$ cat src/rtl/booth_r4_seq_ctrl.sv
// Sequential radix-4 Booth multiplier controller: one shared (N+2)-bit add/sub, N/2 steps per product.
// Optional MACC_ACC_EN adds a wrapping 2N-bit accumulator on the output with an acc_clr input.
module booth_r4_seq_ctrl #(
   parameter int unsigned N = 8
) (
   input  logic           i_clk,
   input  logic           i_rst,
   input  logic           i_in_valid,
   output logic           o_in_ready,
   input  logic [N-1:0]   i_a,
   input  logic [N-1:0]   i_b,
   output logic           o_out_valid,
   input  logic           i_out_ready,
   output logic [2*N-1:0] o_prod,
`ifdef MACC_ACC_EN
   input  logic           i_acc_clr,
`endif
   output logic           o_busy
);

   localparam int unsigned W     = N + 2;
   localparam int unsigned STEPS = N / 2;
   localparam int unsigned CW    = (STEPS > 1) ? $clog2(STEPS) : 1;

   if ((N % 2) != 0 || N < 4) begin : g_bad_n
      $error("booth_r4_seq_ctrl: N must be even and >= 4");
   end

   typedef enum logic [1:0] {S_IDLE, S_RUN, S_DONE} state_t;

   state_t           r_state;
   logic [N-1:0]     r_a;
   logic [N:0]       r_b;
   logic [W-1:0]     r_hi;
   logic [N-1:0]     r_lo;
   logic [CW-1:0]    r_step;
   logic             r_in_ready;
   logic             r_out_valid;
   logic             r_busy;
   logic [2*N-1:0]   r_prod;

   logic             w_run;
   logic             w_zero;
   logic             w_two;
   logic             w_neg;
   logic [W-1:0]     w_a_ext;
   logic [W-1:0]     w_a_dbl;
   logic [W-1:0]     w_opnd;
   logic [W-1:0]     w_add_a;
   logic [W-1:0]     w_add_b;
   logic             w_cin;
   logic [W-1:0]     w_sum;
   logic [W-1:0]     w_hi_next;
   logic [N-1:0]     w_lo_next;
   logic [2*N-1:0]   w_product;

   // Booth digit decode of the current multiplier triplet
   always_comb begin
      w_zero = 1'b0;
      w_two  = 1'b0;
      w_neg  = 1'b0;
      case (r_b[2:0])
         3'b000, 3'b111: w_zero = 1'b1;
         3'b001, 3'b010: ;
         3'b011:         w_two  = 1'b1;
         3'b100:         begin w_two = 1'b1; w_neg = 1'b1; end
         default:        w_neg  = 1'b1;
      endcase
   end

   // Shared adder; inputs parked at zero outside RUN to keep the unit quiet
   always_comb begin
      w_run     = (r_state == S_RUN);
      w_a_ext   = {{2{r_a[N-1]}}, r_a};
      w_a_dbl   = {r_a[N-1], r_a, 1'b0};
      w_opnd    = w_two ? w_a_dbl : w_a_ext;
      w_add_a   = w_run ? r_hi : '0;
      w_add_b   = (w_run && !w_zero) ? w_opnd : '0;
      w_cin     = w_run && !w_zero && w_neg;
      w_sum     = w_add_a + (w_cin ? ~w_add_b : w_add_b) + W'(w_cin);
      w_hi_next = {{2{w_sum[W-1]}}, w_sum[W-1:2]};
      w_lo_next = {w_sum[1:0], r_lo[N-1:2]};
      w_product = {w_hi_next[N-1:0], w_lo_next};
   end

   always_ff @(posedge i_clk) begin
      if (i_rst) begin
         r_state     <= S_IDLE;
         r_a         <= '0;
         r_b         <= '0;
         r_hi        <= '0;
         r_lo        <= '0;
         r_step      <= '0;
         r_in_ready  <= 1'b1;
         r_out_valid <= 1'b0;
         r_busy      <= 1'b0;
         r_prod      <= '0;
      end else begin
         case (r_state)
            S_IDLE: begin
`ifdef MACC_ACC_EN
               if (i_acc_clr) r_prod <= '0;
`endif
               if (i_in_valid) begin
                  r_a        <= i_a;
                  r_b        <= {i_b, 1'b0};
                  r_hi       <= '0;
                  r_lo       <= '0;
                  r_step     <= '0;
                  r_state    <= S_RUN;
                  r_in_ready <= 1'b0;
                  r_busy     <= 1'b1;
               end
            end
            S_RUN: begin
               r_hi   <= w_hi_next;
               r_lo   <= w_lo_next;
               r_b    <= {2'b00, r_b[N:2]};
               r_step <= r_step + CW'(1);
               if (r_step == CW'(STEPS - 1)) begin
                  r_state     <= S_DONE;
                  r_out_valid <= 1'b1;
`ifdef MACC_ACC_EN
                  r_prod      <= r_prod + w_product;
`else
                  r_prod      <= w_product;
`endif
               end
            end
            S_DONE: begin
               if (i_out_ready) begin
                  r_state     <= S_IDLE;
                  r_out_valid <= 1'b0;
                  r_in_ready  <= 1'b1;
                  r_busy      <= 1'b0;
               end
            end
            default: begin
               r_state     <= S_IDLE;
               r_out_valid <= 1'b0;
               r_in_ready  <= 1'b1;
               r_busy      <= 1'b0;
            end
         endcase
      end
   end

   assign o_in_ready  = r_in_ready;
   assign o_out_valid = r_out_valid;
   assign o_busy      = r_busy;
   assign o_prod      = r_prod;

endmodule
$ cat config.mk
export PLATFORM = sky130hd
export DESIGN_NAME = booth_r4_seq_ctrl
export DESIGN_NICKNAME = d
export VERILOG_FILES = /design/src/rtl/booth_r4_seq_ctrl.sv
export SDC_FILE = /design/constraint.sdc
export NUM_CORES = 1
export LEC_CHECK = 0
export CAP_MARGIN = 20
export CELL_PAD_IN_SITES_DETAIL_PLACEMENT = 1
export CELL_PAD_IN_SITES_GLOBAL_PLACEMENT = 2
export CORE_MARGIN = 1
export CORE_UTILIZATION = 34
export DETAILED_ROUTE_END_ITERATION = 16
export PLACE_DENSITY_LB_ADDON = 0.1
export SLEW_MARGIN = 20
export SYNTH_ARGS = -nofsm -noshare
export SYNTH_HDL_FRONTEND = slang
export SYNTH_SLANG_ARGS = --single-unit
$ cat constraint.sdc
create_clock -name i_clk -period 7.6 [get_ports i_clk]
set_input_delay 0.76 -clock i_clk [delete_from_list [all_inputs] [get_ports i_clk]]
set_output_delay 0.76 -clock i_clk [all_outputs]
set_load 0.05 [all_outputs]
==> impl_metrics.tcl <==
set metrics [dict create \
    path_max_fanout 27 \
    relSlewSlack_pct 36.6 \
    p_int_uw 394 \
    postCtsSetupRepairBufs 0 \
    num_vias 2702 \
    ir_drop_mv 0.0679 \
    antenna_found_initial 0 \
    synthesis.nets 406 \
    grt_pass1_vias 2758 \
    crit_type "flop to flop" \
    path_depth 9 \
    yosysUniqueCellTypes 57 \
    avgSynthCellArea_sq_um 7.79 \
    top_usage_layer "met2" \
    drt_drc_violations_left 0 \
    use_met1_pct 24.6 \
    synth_edf_count 0 \
    period_minus_slack_ps 3260 \
    outcome "finished, final reports clean" \
    power_frac_clock_pct 31.5 \
    pwr-share-comb_pct 14.8 \
    multi_input_area_sq_um 1700 \
    cap_violations 0 \
    first_pass_iters 4 \
    cp-start-kind "flop" \
    syn2layout_area_growth_pct 17.5 \
    cts_resized 0 \
    synth.cell_area_sq_um 2930 \
    row_count 33 \
    synth_flop_cell "dfxtp_1" \
    wl_per_cell_microns 15.8 \
    die_h_microns 94.8 \
    rsz0062_at_grt "false" \
    clockBufferDepth 2 \
    cts_hold_buf 0 \
    postLayoutCoreUtil_pct 41.7 \
    fin_worst_skew_ps 7.20 \
    grt_overflow 0 \
    critPathCaptureType "flop" \
    placed_cells_incl_taps 496 \
    fmaxAchievable_mhz 306 \
    nFillCells 1028 \
    tightest_slew_ps 951 \
    cts_buffers 5 \
    slowest_delay_ps 790 \
    yosysSeqAreaShare_pct 36.9 \
    hp-class "flop to flop" \
    initial_utilization_pct 35.5 \
    dieArea_sq_um 8990 \
    yosys_warnings 0 \
    synth.largest_area_cell "dfxtp_1" \
    layout-drive-gt1-share_pct 5.51 \
    final_nets 428 \
    coreArea_sq_um 8260 \
    finalSetupViolCount 0 \
    crit_chain "nand2b_1 > buf_4 > nor2_1 > ha_1 > o21ai_0 > nand2_1 > a41oi_1 > nor2_1 > mux2_1" \
    dp_hpwl_microns 5480 \
    synthCells 376 \
    crit_required_ps 7810 \
    grt_max_degree 56 \
    r2r_cells 9 \
    fin_area_sq_um 3440 \
    drt-total-wl_microns 7960 \
    critical_path_arrival_ps 3470 \
    grt_usage_pct 19.1 \
    design_power_total_uw 565 \
    final-seq-area_sq_um 1080 \
    clk_latency_ps 310 \
    h-tree-depth 2 \
    period_share_pct 42.9 \
    gp_congestion 0.830 \
    cpMaxStageDelayCell "nand2b_1" \
    final_cells 504 \
    final_common_cell "nand2_1" \
    io_buffers 38 \
    ant_nets 0 \
    io_pins 39 \
    worst_path_most_repeated_cell "nor2_1" \
    synthArstFlopShare_pct 0 \
    drt-initial-drc-count 61 \
    grt_pass1_wl_microns 13500 \
    power.net_switching_uw 171 \
    met2_usage_pct 34.0 \
    mostFrequentLayoutCells "nand2_1 (72), dfxtp_1 (54), a21oi_1 (42), clkdlybuf4s50_1 (37), nor2_1 (35)" \
    hold_depth 2 \
    root_buffer "clkbuf_8" \
    netlist.area_leader.share_pct 36.9 \
    slew_viol_final 0 \
    synth-seq-cells 54 \
    power_density_nw_per_um2 164 \
    critPathBufInv 1 \
    hold_viol 0 \
    antenna_cells 0 \
    netlist_top_cells_area "dfxtp_1 (37%), nand2_1 (9.2%), a21oi_1 (7.2%)" \
    finalSetupTns_ps 0 \
    power.leakage_uw 0.00129 \
    viasPerCell 5.36 \
    clk_pin_slew_ps 110 \
    p_seq_share_pct 53.7 \
    switching_share_pct 30.3 \
    die_width_microns 94.8 \
    tritoncts "built" \
    post_dp_cell_area_sq_um 3340 \
    grt_util_met3_pct 2.82 \
    cp_top_family "simple AND/OR/NAND/NOR gates" \
    clock_sinks 54 \
]
==> synth_stat cells, types with 5 or more instances <==
| cell type | n |
|---|---|
| nand2_1 | 72 |
| dfxtp_1 | 54 |
| a21oi_1 | 42 |
| nor2_1 | 36 |
| nand3_1 | 17 |
| clkbuf_1 | 16 |
| ha_1 | 9 |
| nor3_1 | 9 |
| xor2_1 | 9 |
| and2_1 | 8 |
| nand4_1 | 7 |
| a221oi_1 | 6 |
| a311oi_1 | 6 |
| buf_2 | 6 |
| inv_1 | 6 |
| o21ai_0 | 5 |
==> cell type report <==
cell class / count / area share (%)
clock buffer: 5 / 2.00
clock inverter: 3 / 0.836
inverter: 6 / 0.654
multi-input combinational: 289 / 49.5
sequential: 54 / 31.4
tap: 105 / 3.82
timing repair buffer: 42 / 11.8
==> path summary, 6_finish.rpt <==
check	startpoint	slack, ps	endpoint
max	r_state[1]	4340	o_prod[15]
min	r_lo[3]	460	o_prod[1]
max reg2reg	r_state[1]	4340	o_prod[15]
min reg2reg	r_lo[3]	460	o_prod[1]
==> per-layer routing <==
metal | vias to the layer above | wire, microns
met1 | 1291 | 4030
met2 | 29 | 3710
met3 | 5 | 169
met4 | 0 | 49
met5 | - | 0
li1 | 1377 | -
==> sequential cells by signal, indices dropped and copies added, names as in the netlist <==
| signal | flops |
|---|---|
| o_prod | 16 |
| r_state | 2 |
| r_b | 9 |
| r_hi | 8 |
| r_a | 8 |
| r_step | 2 |
| o_in_ready | 1 |
| o_busy | 1 |
| o_out_valid | 1 |
| r_lo | 6 |
==> power by group through the flow <==
stage | sequential (uW) | clock, uW | combinational [uW]
2_1_floorplan | 308 | 0 | 57.4
3_3_place_gp | 310 | 0 | 83.2
3_5_place_dp | 310 | 0 | 84.6
4_1_cts | 303 | 185 | 85.3
5_1_grt | 305 | 195 | 93.9
6_report | 303 | 178 | 83.8
==> cell families (layout without fill, tap and decap cells) <==
logic type	after synthesis	after routing	synth area share, %
mux	5	5	1.75
xor+xnor	12	12	3.84
buf+inv	33	56	5.00
compound gates	89	89	20.3
flops	54	54	36.9
fa+ha+maj	11	11	4.91
simple gates	172	172	27.3
==> through the flow <==
| stage | setup WS (ps) | hold slack [ps] |
|---|---|---|
| finish | 4340 | 462 |
| global route | 3990 | 479 |
| CTS | 4340 | 466 |
| detailed placement | 4370 | 449 |
| global placement | 4470 | 445 |
| floorplan | 4840 | 432 |
==> worst min-delay path: cells and delay by family (launching register included) <==
| family | cells | cell delay, ps |
|---|---|---|
| flops | 1 | 330 |
| compound gates | 1 | 50 |
| simple gates | 1 | 50 |
Note: power is estimated with default switching activity, not from simulation.
